===== src/rtl/final_phase_pack_if.sv =====
// Operand/result bundle between the normalization stage and the final pack stage.
// rnd_mode exists only when PACK_RND_MODE_EN is defined.
interface final_phase_pack_if #(
  parameter int W  = 32,
  parameter int EW = 8,
  parameter int SW = 23
);
  logic          start;
  logic          zero_in;
  logic          sign_in;
  logic [EW:0]   exp_in;
  logic [SW+3:0] mant_in;
`ifdef PACK_RND_MODE_EN
  logic [1:0]    rnd_mode;
`endif
  logic          busy;
  logic          ready;
  logic [W-1:0]  result;
  logic          overflow_flag;
  logic          underflow_flag;

  modport master (
`ifdef PACK_RND_MODE_EN
    output rnd_mode,
`endif
    output start, zero_in, sign_in, exp_in, mant_in,
    input  busy, ready, result, overflow_flag, underflow_flag
  );

  modport slave (
`ifdef PACK_RND_MODE_EN
    input  rnd_mode,
`endif
    input  start, zero_in, sign_in, exp_in, mant_in,
    output busy, ready, result, overflow_flag, underflow_flag
  );
endinterface


===== src/rtl/final_phase_pack.sv =====
// Rounding, carry adjust and IEEE 754 packing back end of the FP add/sub datapath.
// Optional directed rounding modes are enabled by defining PACK_RND_MODE_EN.
module final_phase_pack #(
  parameter int W  = 32,
  parameter int EW = 8,
  parameter int SW = 23
) (
  input logic               clk,
  input logic               rst,
  final_phase_pack_if.slave bus
);

  typedef enum logic [1:0] {
    IDLE   = 2'd0,
    ROUND  = 2'd1,
    ADJUST = 2'd2,
    PACK   = 2'd3
  } state_t;

  state_t        state_q, state_d;
  logic          sign_q, sign_d;
  logic          zero_q, zero_d;
  logic [EW:0]   exp_q, exp_d;
  logic [SW+3:0] mant_q, mant_d;
  logic [SW+1:0] rsum_q, rsum_d;
  logic          busy_q, busy_d;
  logic          ready_q, ready_d;
  logic [W-1:0]  result_q, result_d;
  logic          ovf_q, ovf_d;
  logic          unf_q, unf_d;
  logic          inc_s;
  logic          sat_s;
`ifdef PACK_RND_MODE_EN
  logic [1:0]    rnd_q, rnd_d;
`endif

  // State register
  always_ff @(posedge clk or negedge rst) begin
    if (!rst) begin
      state_q <= IDLE;
    end else begin
      state_q <= state_d;
    end
  end

  // Datapath and output registers
  always_ff @(posedge clk or negedge rst) begin
    if (!rst) begin
      sign_q   <= 1'b0;
      zero_q   <= 1'b0;
      exp_q    <= {(EW+1){1'b0}};
      mant_q   <= {(SW+4){1'b0}};
      rsum_q   <= {(SW+2){1'b0}};
      busy_q   <= 1'b0;
      ready_q  <= 1'b0;
      result_q <= {W{1'b0}};
      ovf_q    <= 1'b0;
      unf_q    <= 1'b0;
`ifdef PACK_RND_MODE_EN
      rnd_q    <= 2'b00;
`endif
    end else begin
      sign_q   <= sign_d;
      zero_q   <= zero_d;
      exp_q    <= exp_d;
      mant_q   <= mant_d;
      rsum_q   <= rsum_d;
      busy_q   <= busy_d;
      ready_q  <= ready_d;
      result_q <= result_d;
      ovf_q    <= ovf_d;
      unf_q    <= unf_d;
`ifdef PACK_RND_MODE_EN
      rnd_q    <= rnd_d;
`endif
    end
  end

  // Next-state sequencing: fixed IDLE -> ROUND -> ADJUST -> PACK walk
  always_comb begin
    state_d = state_q;
    case (state_q)
      IDLE: begin
        if (bus.start) begin
          state_d = ROUND;
        end else begin
          state_d = IDLE;
        end
      end
      ROUND:   state_d = ADJUST;
      ADJUST:  state_d = PACK;
      PACK:    state_d = IDLE;
      default: state_d = IDLE;
    endcase
  end

  // Rounding increment and overflow saturation policy
  always_comb begin
    sat_s = 1'b0;
`ifdef PACK_RND_MODE_EN
    case (rnd_q)
      2'b00:   inc_s = mant_q[2] & (mant_q[1] | mant_q[0] | mant_q[3]);
      2'b01:   inc_s = 1'b0;
      2'b10:   inc_s = ~sign_q & (mant_q[2] | mant_q[1] | mant_q[0]);
      2'b11:   inc_s = sign_q & (mant_q[2] | mant_q[1] | mant_q[0]);
      default: inc_s = 1'b0;
    endcase
    sat_s = (rnd_q == 2'b01) | ((rnd_q == 2'b10) & sign_q) | ((rnd_q == 2'b11) & ~sign_q);
`else
    inc_s = mant_q[2] & (mant_q[1] | mant_q[0] | mant_q[3]);
`endif
  end

  // Per-state datapath updates and registered outputs
  always_comb begin
    sign_d   = sign_q;
    zero_d   = zero_q;
    exp_d    = exp_q;
    mant_d   = mant_q;
    rsum_d   = rsum_q;
    ready_d  = 1'b0;
    result_d = result_q;
    ovf_d    = ovf_q;
    unf_d    = unf_q;
`ifdef PACK_RND_MODE_EN
    rnd_d    = rnd_q;
`endif
    case (state_q)
      IDLE: begin
        if (bus.start) begin
          sign_d = bus.sign_in;
          zero_d = bus.zero_in;
          exp_d  = bus.exp_in;
          mant_d = bus.mant_in;
`ifdef PACK_RND_MODE_EN
          rnd_d  = bus.rnd_mode;
`endif
        end else begin
          sign_d = sign_q;
        end
      end
      ROUND: begin
        rsum_d = {1'b0, mant_q[SW+3:3]} + {{(SW+1){1'b0}}, inc_s};
      end
      ADJUST: begin
        if (rsum_q[SW+1]) begin
          rsum_d = {1'b0, rsum_q[SW+1:1]};
          // Exponent saturates rather than wrapping so a huge value stays an overflow
          if (exp_q == {(EW+1){1'b1}}) begin
            exp_d = exp_q;
          end else begin
            exp_d = exp_q + {{EW{1'b0}}, 1'b1};
          end
        end else begin
          rsum_d = rsum_q;
        end
      end
      PACK: begin
        ready_d = 1'b1;
        if (zero_q) begin
          result_d = {W{1'b0}};
          ovf_d    = 1'b0;
          unf_d    = 1'b0;
        end else if (exp_q >= {1'b0, {EW{1'b1}}}) begin
          ovf_d = 1'b1;
          unf_d = 1'b0;
          if (sat_s) begin
            result_d = {sign_q, {(EW-1){1'b1}}, 1'b0, {SW{1'b1}}};
          end else begin
            result_d = {sign_q, {EW{1'b1}}, {SW{1'b0}}};
          end
        end else if (exp_q == {(EW+1){1'b0}}) begin
          result_d = {sign_q, {(W-1){1'b0}}};
          ovf_d    = 1'b0;
          unf_d    = 1'b1;
        end else begin
          result_d = {sign_q, exp_q[EW-1:0], rsum_q[SW-1:0]};
          ovf_d    = 1'b0;
          unf_d    = 1'b0;
        end
      end
      default: ready_d = 1'b0;
    endcase
    busy_d = (state_d != IDLE);
  end

  assign bus.busy           = busy_q;
  assign bus.ready          = ready_q;
  assign bus.result         = result_q;
  assign bus.overflow_flag  = ovf_q;
  assign bus.underflow_flag = unf_q;

endmodule


===== src/flat_wrapper.sv =====
// flat-port wrapper written by rule: the top's interface ports become plain ports
module final_phase_pack_flat 
#(
  parameter int W  = 32,
  parameter int EW = 8,
  parameter int SW = 23
)
  (clk, rst, bus_start, bus_zero_in, bus_sign_in, bus_exp_in, bus_mant_in, bus_busy, bus_ready, bus_result, bus_overflow_flag, bus_underflow_flag);
  final_phase_pack_if #(.W(W), .EW(EW), .SW(SW)) bus_i ();
  input logic clk;
  input logic rst;
  input wire logic [$bits(bus_i.start)-1:0] bus_start;
  input wire logic [$bits(bus_i.zero_in)-1:0] bus_zero_in;
  input wire logic [$bits(bus_i.sign_in)-1:0] bus_sign_in;
  input wire logic [$bits(bus_i.exp_in)-1:0] bus_exp_in;
  input wire logic [$bits(bus_i.mant_in)-1:0] bus_mant_in;
  output wire logic [$bits(bus_i.busy)-1:0] bus_busy;
  output wire logic [$bits(bus_i.ready)-1:0] bus_ready;
  output wire logic [$bits(bus_i.result)-1:0] bus_result;
  output wire logic [$bits(bus_i.overflow_flag)-1:0] bus_overflow_flag;
  output wire logic [$bits(bus_i.underflow_flag)-1:0] bus_underflow_flag;
  assign bus_i.start = bus_start;
  assign bus_i.zero_in = bus_zero_in;
  assign bus_i.sign_in = bus_sign_in;
  assign bus_i.exp_in = bus_exp_in;
  assign bus_i.mant_in = bus_mant_in;
  assign bus_busy = bus_i.busy;
  assign bus_ready = bus_i.ready;
  assign bus_result = bus_i.result;
  assign bus_overflow_flag = bus_i.overflow_flag;
  assign bus_underflow_flag = bus_i.underflow_flag;
  final_phase_pack #(.W(W), .EW(EW), .SW(SW)) u_core (.clk(clk), .rst(rst), .bus(bus_i));
endmodule

===== config.mk =====
export PLATFORM = sky130hd
export DESIGN_NAME = final_phase_pack_flat
export DESIGN_NICKNAME = d
export VERILOG_FILES = /design/src/rtl/final_phase_pack_if.sv /design/src/rtl/final_phase_pack.sv /design/src/flat_wrapper.sv
export SDC_FILE = /design/constraint.sdc
export NUM_CORES = 1
export LEC_CHECK = 0
export CAP_MARGIN = 5
export CORE_MARGIN = 5
export CORE_UTILIZATION = 55
export CTS_BUF_LIST = sky130_fd_sc_hd__clkbuf_4 sky130_fd_sc_hd__clkbuf_8
export DETAILED_ROUTE_END_ITERATION = 10
export HOLD_SLACK_MARGIN = 0.12
export PLACE_DENSITY = 0.82
export RECOVER_POWER = 100
export REMOVE_ABC_BUFFERS = 1
export SYNTH_ARGS = -nofsm -noshare
export SYNTH_HDL_FRONTEND = slang
export SYNTH_SLANG_ARGS = --single-unit

===== constraint.sdc =====
create_clock -name clk -period 4.6 [get_ports clk]
set_input_delay 1.38 -clock clk [delete_from_list [all_inputs] [get_ports clk]]
set_output_delay 1.38 -clock clk [all_outputs]
set_load 0.05 [all_outputs]

==> impl_metrics.yaml <==
run_status:
  violations: "capacitance limit, slew limit"
  status: "complete, but fails checks"
floorplan:
  die_h_microns: 103
  die_area_sq_um: 10500
  rows: 33
  boundaryPins: 77
  coreArea_sq_um: 8300
  die_w_microns: 103
  start_util: 0.568
cts:
  post_cts_buffers: 0
  cts_repair_resize_count: 0
  cts_buffer_depth: 2
  clk_pin_slew_worst_paths_ps: 90
  htreeDepth: 3
  cts.sinks: 101
  numCtsBuffers: 9
  cts_tree: "done"
  clk_latency_ps: 360
  ctsHoldBuffers: 0
  cts_root_buffer: "clkbuf_8"
yosys:
  synth_cell_types: 49
  synthCells: 424
  ys_ff_latch: 101
  ys_seq_area_frac: 0.536
  synth_flop_cell: "dfrtp_1"
  synth_commonest_cells: "dfrtp_1, mux2_2, a21oi_1"
  synthTopCellsByArea: "dfrtp_1, mux2_2, a22o_1, xor2_1, a21oi_1"
  post-synth-top-count-cell: "dfrtp_1"
  avgSynthCellArea_sq_um: 11.1
  synth_area_sq_um: 4720
  synth_edf_count: 0
  yosys.area.top_type: "dfrtp_1"
  yosys.area.top_type_share: 0.536
  ys_warn_count: 0
  synthArstFlopShare: 1.00
sta:
  finalSetupViolCount: 0
  finalCriticalPeriod_ps: 3410
  tightest_slew_ps: 1780
  report.final.slew_viol_count: 58
  slew_headroom: -0.186
  post-route-period-util: 0.740
  final.setup_skew_ps: 10.2
  fin_setup_tns_ps: 0
  whs_ps: 491
  timing_hold_violations_final: 0
  fmax_mhz: 294
  rsz0062_at_grt: "no"
worst_setup_path:
  critPathCaptureType: "register"
  start_kind: "input pin"
  r2r_cells: 7
  worstPathRequired_ps: 4840
  crit_type: "input pin to register"
  cp.arrival_ps: 3650
  crit_chain: "dlygate4sd3_1 -> nand2_1 -> clkbuf_1 -> mux2_2"
  path_delay_family: "buffers and inverters"
  cp_num_cells: 4
  cp_slowest_cell: "clkbuf_1"
  cp_max_fo: 27
  cpPeakStageDelay_ps: 1070
  critPathBufInv: 2
pwr:
  leakagePower_nw: 2.48
  powerDensity_nw_per_um2: 724
  ir_worst_vdd_mv: 0.272
finish:
  utilization: 0.684
  drive_above_1_share: 0.114
  antenna_cells: 0
  fin_nets: 547
  synthToLayoutAreaGrowth_pct: 20.3
global_routing:
  grt_pass1_vias: 3471
  grt_antenna_before_repair: 0
  grt_use_total: 0.199
  grt_pass1_wl_microns: 16600
  grt_max_degree: 41
  overflow: 0
routing:
  vias: 3486
  firstDrtPassIters: 4
  wirelength_microns: 9820
  drt-initial-drc-count: 214
  routedWlPerCell_microns: 16.2
  ant_nets: 0
  avgViaCountPerCell: 5.75
  drc_errors: 0
worst_hold_path:
  hp-class: "register to register"
  hold_path_depth: 1
flow_run:
  drv_cap: 2
placement:
  io_buffers: 76
  hpwl_microns: 7160
  finalWeightedCongestion: 0.889
-- area by class of cell --
class / count / area, sq um
fillers: 637 / 2630
flip-flops and latches: 101 / 2530
multi-input cells: 289 / 2010
repair buffers: 83 / 790
clock buffers: 11 / 139
well taps: 105 / 131
inverters: 12 / 45.0
clock inverters: 5 / 27.5
-- through the flow --
stage               power (mW)  instance area (sq um)  instances  setup WS, ps
CTS                       4.22                   5720        606          1640
finish                    4.11                   5670        606          1190
floorplan                 3.04                   4610        402          1600
detailed placement        3.72                   5550        590          1620
global placement          3.64                   5550        590          1680
global route              4.39                   5670        606           843
-- cells by family (layout without fill, tap and decap cells) --
group / Yosys count / after routing / synth area share
buffers and inverters: 34 / 111 / 0.0324
adders and majority gates: 10 / 10 / 0.0265
muxes: 32 / 32 / 0.0756
and+or+nand+nor: 116 / 116 / 0.136
xor gates and xnor gates: 22 / 22 / 0.0409
AOI/OAI and AO/OA: 109 / 109 / 0.153
DFF: 101 / 101 / 0.536
-- per-layer routing --
| layer | GRT usage | vias to the layer above | share of wire |
|---|---|---|---|
| met4 | 0.0787 | 0 | 0.016 |
| li1 | - | 1673 | - |
| met3 | 0.0277 | 11 | 0.051 |
| met5 | 0 | - | 0 |
| met1 | 0.274 | 1708 | 0.44 |
| met2 | 0.321 | 94 | 0.49 |
-- sequential cells by signal, indices dropped and copies added, names as in the netlist --
register,flops
u_core.exp_q,9
u_core.sign_q,1
u_core.zero_q,1
u_core.rsum_q,25
u_core.mant_q,27
u_core.state_q,2
u_core.bus.result,32
u_core.bus.ready,1
u_core.bus.underflow_flag,1
u_core.bus.overflow_flag,1
u_core.bus.busy,1
-- layout by cell type, fill, tap and decap left out, drive strengths merged, types with 12 or more instances in the layout --
cell,n
a21oi,27
a22o,24
clkbuf,17
clkdlybuf4s50,38
dfrtp,101
dlygate4sd3,37
inv,12
mux2,29
nand2,23
nand3,16
nor2,25
o21ai,33
xor2,18
-- final timing paths --
check	start	endpoint	slack (ps)
min	u_core.bus.overflow_flag$_DFFE_PN0P_	u_core.bus.overflow_flag$_DFFE_PN0P_	490
max	bus_start	u_core.mant_q[21]$_DFFE_PN0P_	1190
max in group asynchronous	rst	u_core.rsum_q[24]$_DFFE_PN0P_	1350
min reg2reg	u_core.bus.overflow_flag$_DFFE_PN0P_	u_core.bus.overflow_flag$_DFFE_PN0P_	490
max reg2reg	u_core.state_q[0]$_DFF_PN0_	u_core.rsum_q[3]$_DFFE_PN0P_	1250
min in group asynchronous	rst	u_core.exp_q[7]$_DFFE_PN0P_	1480
-- where the power goes --
group / leakage (nW) / switching, mW / internal (mW) / total [mW]
clock: 0.0897 / 0.287 / 0.205 / 0.493
combinational: 1.15 / 1.16 / 0.762 / 1.92
sequential: 1.24 / 0.385 / 1.31 / 1.69
No activity file was read; power rests on OpenSTA's default activity.
